--- config.mk ---
export PLATFORM = sky130hd
export DESIGN_NAME = imem_loader
export DESIGN_NICKNAME = d
export VERILOG_FILES = /design/src/rtl/imem_loader_pkg.sv /design/src/rtl/imem_loader_word_assembler.sv /design/src/rtl/imem_loader.sv
export SDC_FILE = /design/constraint.sdc
export NUM_CORES = 1
export LEC_CHECK = 0
export CORE_UTILIZATION = 40
export CTS_CLUSTER_SIZE = 25
export DETAILED_ROUTE_END_ITERATION = 10
export PLACE_DENSITY = 0.67
export SETUP_SLACK_MARGIN = 0.5
export SLEW_MARGIN = 20
export SYNTH_ARGS = -nofsm -noshare
export SYNTH_HDL_FRONTEND = slang
export SYNTH_SLANG_ARGS = --single-unit
--- constraint.sdc ---
create_clock -name clk -period 3.05 [get_ports clk]
set_clock_uncertainty 0.2 [all_clocks]
set_input_delay 0.305 -clock clk [delete_from_list [all_inputs] [get_ports clk]]
set_output_delay 0.305 -clock clk [all_outputs]
set_load 0.005 [all_outputs]
--- src/rtl/imem_loader_pkg.sv ---
// Shared definitions for the instruction-memory loader: FSM state encoding
// and frame-format constants.
package imem_loader_pkg;

  // Loader FSM states, in the order a normal load visits them.
  typedef enum logic [2:0] {
    IDLE,
    LEN0,
    LEN1,
    DATA,
    WRITE,
    DONE
  } state_t;

  // Bytes in the little-endian word-count header that precedes the image.
  localparam int HDR_BYTES = 2;

endpackage

--- src/rtl/imem_loader_word_assembler.sv ---
// Byte-lane shift register: collects four stream bytes into one
// little-endian 32-bit word (first byte lands in bits 7:0).
module word_assembler
  import imem_loader_pkg::*;
(
  input  logic        clk,
  input  logic        reset,
  input  logic        clear,
  input  logic        load,
  input  logic [7:0]  byte_in,
  output logic [31:0] word,
  output logic        word_full
);

  logic [1:0]  byte_cnt;
  logic [31:0] lanes;

  // Drop each accepted byte into its lane and advance the lane counter.
  // NOTE: non-blocking assignments in clocked blocks so every register samples
  // pre-edge values; blocking here would create order-dependent simulation.
  // NOTE: the lane register is reset even though it is datapath, because it
  // drives the write-data port, which must read zero while in reset.
  always_ff @(posedge clk or negedge reset) begin
    if (!reset) begin
      byte_cnt <= '0;
      lanes    <= '0;
    end else if (clear) begin
      byte_cnt <= '0;
    end else if (load) begin
      lanes[{byte_cnt, 3'b000} +: 8] <= byte_in;
      byte_cnt                       <= byte_cnt + 2'd1;
    end
  end

  // High on the transfer that completes the word (lane 3 being filled).
  assign word_full = load && (byte_cnt == 2'd3);
  assign word      = lanes;

endmodule

--- src/rtl/imem_loader.sv ---
// Instruction-memory loader: parses a length-prefixed byte stream, writes
// little-endian words into instruction memory and holds the core in reset
// until the image is complete.
module imem_loader
  import imem_loader_pkg::*;
#(
  parameter int          ADDR_WIDTH = 8,
  parameter logic [31:0] BASE_ADDR  = 32'h0000_0000
) (
  input  logic        clk,
  input  logic        reset,
  input  logic        start,
  input  logic [7:0]  byte_in,
  input  logic        byte_valid,
  output logic        byte_ready,
  output logic        mem_we,
  output logic [31:0] mem_addr,
  output logic [31:0] mem_wdata,
  output logic        core_hold,
  output logic        done,
  output logic        error,
  output logic [15:0] words_loaded
);

  // Largest image (in words) that fits in instruction memory.
  localparam int unsigned DEPTH = 2 ** ADDR_WIDTH;

  state_t      state;
  state_t      next_state;
  logic [15:0] n_words;
  logic        transfer;
  logic        take_start;
  logic [15:0] n_full;
  logic        len_over;
  logic [15:0] words_next;
  logic        word_full;

  assign transfer   = byte_valid && byte_ready;
  assign take_start = start && ((state == IDLE) || (state == DONE));
  // Full header value as it becomes known on the second header byte.
  assign n_full     = {byte_in, n_words[7:0]};
  assign len_over   = 32'(n_full) > DEPTH;
  assign words_next = words_loaded + 16'd1;
  assign mem_addr   = BASE_ADDR + {14'd0, words_loaded, 2'b00};

  word_assembler u_word_assembler (
    .clk       (clk),
    .reset     (reset),
    .clear     (take_start || (state == WRITE)),
    .load      ((state == DATA) && transfer),
    .byte_in   (byte_in),
    .word      (mem_wdata),
    .word_full (word_full)
  );

  // State register.
  always_ff @(posedge clk or negedge reset) begin
    if (!reset) state <= IDLE;
    else        state <= next_state;
  end

  // Next-state decode and state-derived handshake/status outputs.
  // NOTE: every signal gets a default before the case so no path leaves one
  // unassigned, which would otherwise infer a latch.
  always_comb begin
    next_state = state;
    byte_ready = 1'b0;
    mem_we     = 1'b0;
    done       = 1'b0;
    core_hold  = 1'b1;
    case (state)
      IDLE: begin
        if (start) next_state = LEN0;
      end
      LEN0: begin
        byte_ready = 1'b1;
        if (transfer) next_state = LEN1;
      end
      LEN1: begin
        byte_ready = 1'b1;
        if (transfer) begin
          if ((n_full == 16'd0) || len_over) next_state = DONE;
          else                               next_state = DATA;
        end
      end
      DATA: begin
        byte_ready = 1'b1;
        if (word_full) next_state = WRITE;
      end
      WRITE: begin
        mem_we     = 1'b1;
        next_state = (words_next == n_words) ? DONE : DATA;
      end
      DONE: begin
        done      = 1'b1;
        core_hold = 1'b0;
        if (start) next_state = LEN0;
      end
      default: next_state = IDLE;
    endcase
  end

  // Header length, error flag and written-word count.
  always_ff @(posedge clk or negedge reset) begin
    if (!reset) begin
      n_words      <= '0;
      error        <= 1'b0;
      words_loaded <= '0;
    end else begin
      if (take_start) begin
        error        <= 1'b0;
        words_loaded <= '0;
      end
      if ((state == LEN0) && transfer) n_words[7:0] <= byte_in;
      if ((state == LEN1) && transfer) begin
        n_words[15:8] <= byte_in;
        error         <= len_over;
      end
      if (state == WRITE) words_loaded <= words_next;
    end
  end

endmodule

## After elaboration in Yosys (flattened, before gate mapping)

Cells that the tools add are included.
W data, S select, Z words.

| storage, ports and cells | value |
|---|---|
| output and inout port bits | 85 |
| bits of input ports | 12 |
| bits in registers | 70 |
| word-level logic and storage cells | 61 |

| operators by class | value |
|---|---|
| reduce and logical (&&, ||, !) cells | 18 |
| bitwise gates (word level) | 1 |
| mux-type cells | 18 |
| shifts and indexed selects | 2 |
| $lt $le $gt $ge | 1 |
| $add $sub $neg | 3 |
| equality and inequality tests | 11 |

Operators by type and width:

| operator | count |
|---|---|
| $bwmux W32 | 1 |
| $mux W16 | 2 |
| $shift A8 B7 Y32 const A | 1 |
| $shiftx A8 B7 Y32 | 1 |
| $mux W3 | 6 |
| $add A16 B1 Y16 const B | 1 |
| $eq A16 B16 Y1 | 1 |
| $gt A16 B9 Y1 const B | 1 |
| $logic_not A16 Y1 | 1 |
| $pmux W3 S5 | 1 |
| $neg A5 Y7 | 1 |
| $eq A3 B2 Y1 const B | 2 |
| $eq A3 B3 Y1 const B | 2 |
| $logic_and A1 B1 Y1 | 6 |
| $mux W1 | 6 |
| $reduce_bool A2 Y1 | 3 |
| $mux W2 | 2 |
| $ne A2 B1 Y1 const B | 2 |
| $ne A2 B2 Y1 const B | 2 |
| $reduce_and A4 Y1 | 1 |
| $eq A3 B1 Y1 const B | 1 |
| $logic_not A3 Y1 | 1 |
| $logic_or A1 B1 Y1 | 3 |
| $reduce_or A3 Y1 | 1 |
| other kinds (5) | 5 |

## Depth between registers and ports, before layout

| logic depth | value |
|---|---|
| word-level depth | 8 |
| gate-level depth with buffers | 8 |
| mapped depth without buffers | 7 |

## Cells and area by module

From an unflattened synthesis, not the netlist that was laid out.

| second synthesis, totals | value |
|---|---|
| cell total of the unflattened synthesis | 437 |
| area total of the unflattened synthesis | 4,250.3 µm² |

Modules (own cells, without submodules):

| module | cells an instance | area each (µm²) | instances | sequential area each (µm²) |
|---|---|---|---|---|
| imem_loader | 267 | 2,467.4 | 1 | 900.9 |
| word_assembler | 170 | 1,783.0 | 1 | 850.8 |

## Least setup slack after synthesis

No wires, ideal clock.

| path | value |
|---|---|
| path kind | register -> register |
| start point | reg words_loaded[1] |
| end point | reg state[1] |
| arrival time | 2,354 ps |
| stages on the path, launching flop included | 8 |
| setup slack | 377 ps |
| clock period less this slack | 2,673 ps |
| path buffers | 0 |
| data required time | 2,732 ps |
| library setup time | 118 ps |
| cells stage by stage | dfrtp_1 -> ha_1 -> nand3_1 -> or4_4 -> a211oi_2 -> o41ai_1 -> or4_1 -> a21o_1 |

| on the way | value |
|---|---|
| word-level cells in the longest chain between the ends | 4 |

Ends and longest elaborated chain:

| element | RTL line | source |
|---|---|---|
| start, declared | imem_loader.sv:22 | `output logic [15:0] words_loaded` |
| start signal, assigned | imem_loader.sv:119 | `if (state == WRITE) words_loaded <= words_next;` |
| $add A16 B1 Y16 | imem_loader.sv:43 | `assign words_next = words_loaded + 16'd1;` |
| $eq A16 B16 Y1 | imem_loader.sv:92 | `next_state = (words_next == n_words) ? DONE : DATA;` |
| $mux W3 | imem_loader.sv:92 |  |
| $pmux W3 S5 | imem_loader.sv:71 | `case (state)` |
| end signal, assigned | imem_loader.sv:59 | `else state <= next_state;` |
| end, declared | imem_loader.sv:28 | `state_t state;` |

Every way passes these cells.
A chain may end at the register's enable or synchronous reset.

## Worst setup path after layout

| path | value |
|---|---|
| start point | reg words_loaded[0] |
| end point | reg state[1] |

The elaborated chain is that of the path after synthesis.

==> results_dict.tcl <==
set metrics [dict create \
    outcome "finished clean" \
    gp_congestion 0.884 \
    placement.io_buffers 80 \
    antenna_violations_before_repair 0 \
    swShare_pct 37.0 \
    root_buffer "sky130_fd_sc_hd__clkbuf_8" \
    worst-setup-path-type "register to register" \
    internal-power_w 0.00227 \
    ant_nets 0 \
    layout-drive-gt1-share_pct 17.9 \
    powerDensity_nw_per_um2 688 \
    grt_max_degree 39 \
    die-height_um 101 \
    netlist_top_cells_area "sky130_fd_sc_hd__dfrtp_1 (44%), sky130_fd_sc_hd__o21ai_0 (8.3%), sky130_fd_sc_hd__nand2_1 (8.2%), sky130_fd_sc_hd__buf_4 (6.5%), sky130_fd_sc_hd__mux2_2 (4.3%)" \
    dr.pass1.iters 4 \
    async_flop_share_pct 100 \
    min_tclk_post_route_ps 2490 \
    cts_made_buffers 9 \
    area_delta_synth_final_pct 32.5 \
    std_cell_rows 35 \
    ys_ff_latch 70 \
    crit_path_max_fanout 6 \
    placed_wire_length_estimate_after_detailed_placement_um 7380 \
    setup_tns_ps 0 \
    detail_route.wirelength_um 10600 \
    antennaDiodeCount 0 \
    clock_sinks 70 \
    grt_busiest_layer "met2" \
    avgSynthCellArea_um2 8.96 \
    syn_inst 440 \
    drv.max_cap_violation_count 0 \
    area_of_the_core_region_um2 9370 \
    relSlewSlack_pct 46.8 \
    synth_largest_type_area_fraction_pct 44.4 \
    mappedNetlistArea_um2 3940 \
    clockPowerShare_pct 21.5 \
    floorplan.die.width_um 101 \
    period_utilisation_layout_pct 81.7 \
    critical_path.startpoint_type "register" \
    min-delay-path-class "register to register" \
    rsz0062_at_grt "true" \
    worstMarginPinSlew_ps 797 \
    clk_path_buf_depth 2 \
    ys_top_cells_by_count "sky130_fd_sc_hd__nand2_1 (86), sky130_fd_sc_hd__dfrtp_1 (70), sky130_fd_sc_hd__o21ai_0 (65)" \
    power_switching_w 0.00133 \
    grt.met1_usage_pct 29.7 \
    met2_usage_pct 35.5 \
    netlist.top_cell.by_area "sky130_fd_sc_hd__dfrtp_1" \
    io_count 97 \
    power.share.sequential_pct 38.6 \
    overflow 0 \
    routed-via-count 3493 \
    synth-seq-area-share_pct 44.4 \
    synthMostInstantiatedCell "sky130_fd_sc_hd__nand2_1" \
    first_global_vias 3321 \
    drt_iter0_drc 224 \
    synth-edff-count 0 \
    fin_nets 549 \
    ctsHtreeMaxLevel 3 \
    cp-end-kind "register" \
    setup_viol_count_final 0 \
    clkSlewWorstSetupHoldPaths_ps 80 \
    clock_latency_ps 350 \
    design.die.area_um2 10300 \
    gr_util_met3_pct 3.11 \
    slew_violations 0 \
    clock.fmax_mhz 401 \
    initial_core_util_pct 42.1 \
    critical_path_required_ps 3090 \
    static-leakage-power_nw 2.15 \
    layout.cells.non_filler 665 \
    pwr-share-comb_pct 39.8 \
    yosysWarningCount 0 \
    grt.total_usage_pct 21.9 \
    drc_errors 0 \
    routedWlPerCell_um 16.0 \
    worstPathArrival_ps 2530 \
    yosys.cell_types.count 55 \
    first_pass_grt_wire_length_um 17100 \
    place_inst 633 \
    vdd_ir_drop_max_mv 0.292 \
    synth_flop_cell "sky130_fd_sc_hd__dfrtp_1" \
    vias_per_cell 5.25 \
    cts_tree "built" \
    final-hold-violation-count 0 \
]
per-stage QoR:
| step | hold WS (ps) | utilization (%) | cell area (um^2) | total power [W] | worst slack [ps] |
|---|---|---|---|---|---|
| after floorplan | -191 | - | 4010 | 0.00220 | 500 |
| after global placement | 223 | 51.3 | 4810 | 0.00271 | 367 |
| after detailed placement | 232 | 51.3 | 4810 | 0.00274 | 338 |
| after CTS | 292 | 54.5 | 5110 | 0.00356 | 505 |
| after global routing | 322 | 55.7 | 5220 | 0.00383 | 495 |
| final | 287 | 55.7 | 5220 | 0.00359 | 558 |
power groups by stage:
stage	Clock (W)	Combinational (W)	Sequential [W]
final	0.000774	0.00143	0.00139
after floorplan	0	0.000887	0.00132
after global routing	0.000822	0.00158	0.00142
after detailed placement	0	0.00133	0.00140
after global placement	0	0.00131	0.00140
after CTS	0.000787	0.00139	0.00139
routing by layer:
metal / wire length [um] / vias to the layer above
li1: - / 1682
met2: 5170 / 104
met4: 150 / 0
met1: 4790 / 1694
met3: 518 / 13
met5: 0 / -
placed cells by master (no fill, tap or decap), drive strengths merged, types with 10 or more instances in the layout:
master         netlist  layout
nor2                11      11
mux2                15      15
nand3               12      12
o21ai               66      66
inv                 13      14
clkdlybuf4s50        0      79
dfrtp               70      70
a31oi               11      11
xnor2               10      10
conb                 1      16
nor4                10      10
clkbuf              13      10
a21oi               13      13
buf                 41      39
nand2               86      86
path summary, 6_finish.rpt:
check / startpoint / endpoint / slack (ps) / cells past startpoint
max: words_loaded[0] / state[1] / 560 / 7
max in group asynchronous: reset / state[1] / 1580 / 3
max reg2reg: words_loaded[0] / state[1] / 560 / 7
min reg2reg: u_word_assembler.word[17] / u_word_assembler.word[17] / 290 / 2
min in group asynchronous: reset / u_word_assembler.word[26] / 380 / 2
min: u_word_assembler.word[17] / u_word_assembler.word[17] / 290 / 2
worst max-delay path, cell delays in order (launching register included):
cell and delay (ps):
sky130_fd_sc_hd__dfrtp_1 410, sky130_fd_sc_hd__ha_4 180, sky130_fd_sc_hd__and3_4 220, sky130_fd_sc_hd__nand4_1 100, sky130_fd_sc_hd__a221o_1 330, sky130_fd_sc_hd__a211o_1 230, sky130_fd_sc_hd__or4_4 530, sky130_fd_sc_hd__a21o_1 190
timing repair:
item | CTS | global route
resized for setup | 19 | 8
endpoints found under the setup margin | 2 | 3
buffers inserted | 3 | 12
pin swaps | 1 | 4
hold endpoints to repair | 32 | 0
hold buffers | 1 | 0
state kept, by name, indices dropped and copies added, names as in the netlist:
signal,flops
error,1
n_words,16
state,3
u_word_assembler.byte_cnt,2
u_word_assembler.word,32
words_loaded,16
cells by family (layout without fill, tap and decap cells):
group	count (synthesis)	in the layout	share of synthesized area (%)
buffers and inverters	68	149	9.94
DFF	70	70	44.4
and+or+nand+nor	151	151	19.0
AOI/OAI and AO/OA	112	112	16.5
muxes	15	15	4.29
xor gates and xnor gates	17	17	3.78
other	1	16	0.0951
adders and majority gates	6	6	1.90
final cells by class:
cell class | count | area, um^2
fillers | 883 | 4150
flip-flops and latches | 70 | 1760
well taps | 129 | 161
inverters | 14 | 52.6
clock buffers | 10 | 128
multi-input cells | 317 | 1940
repair buffers | 119 | 1110
clock inverters | 6 | 71.3
No activity file was read; power rests on OpenSTA's default activity.
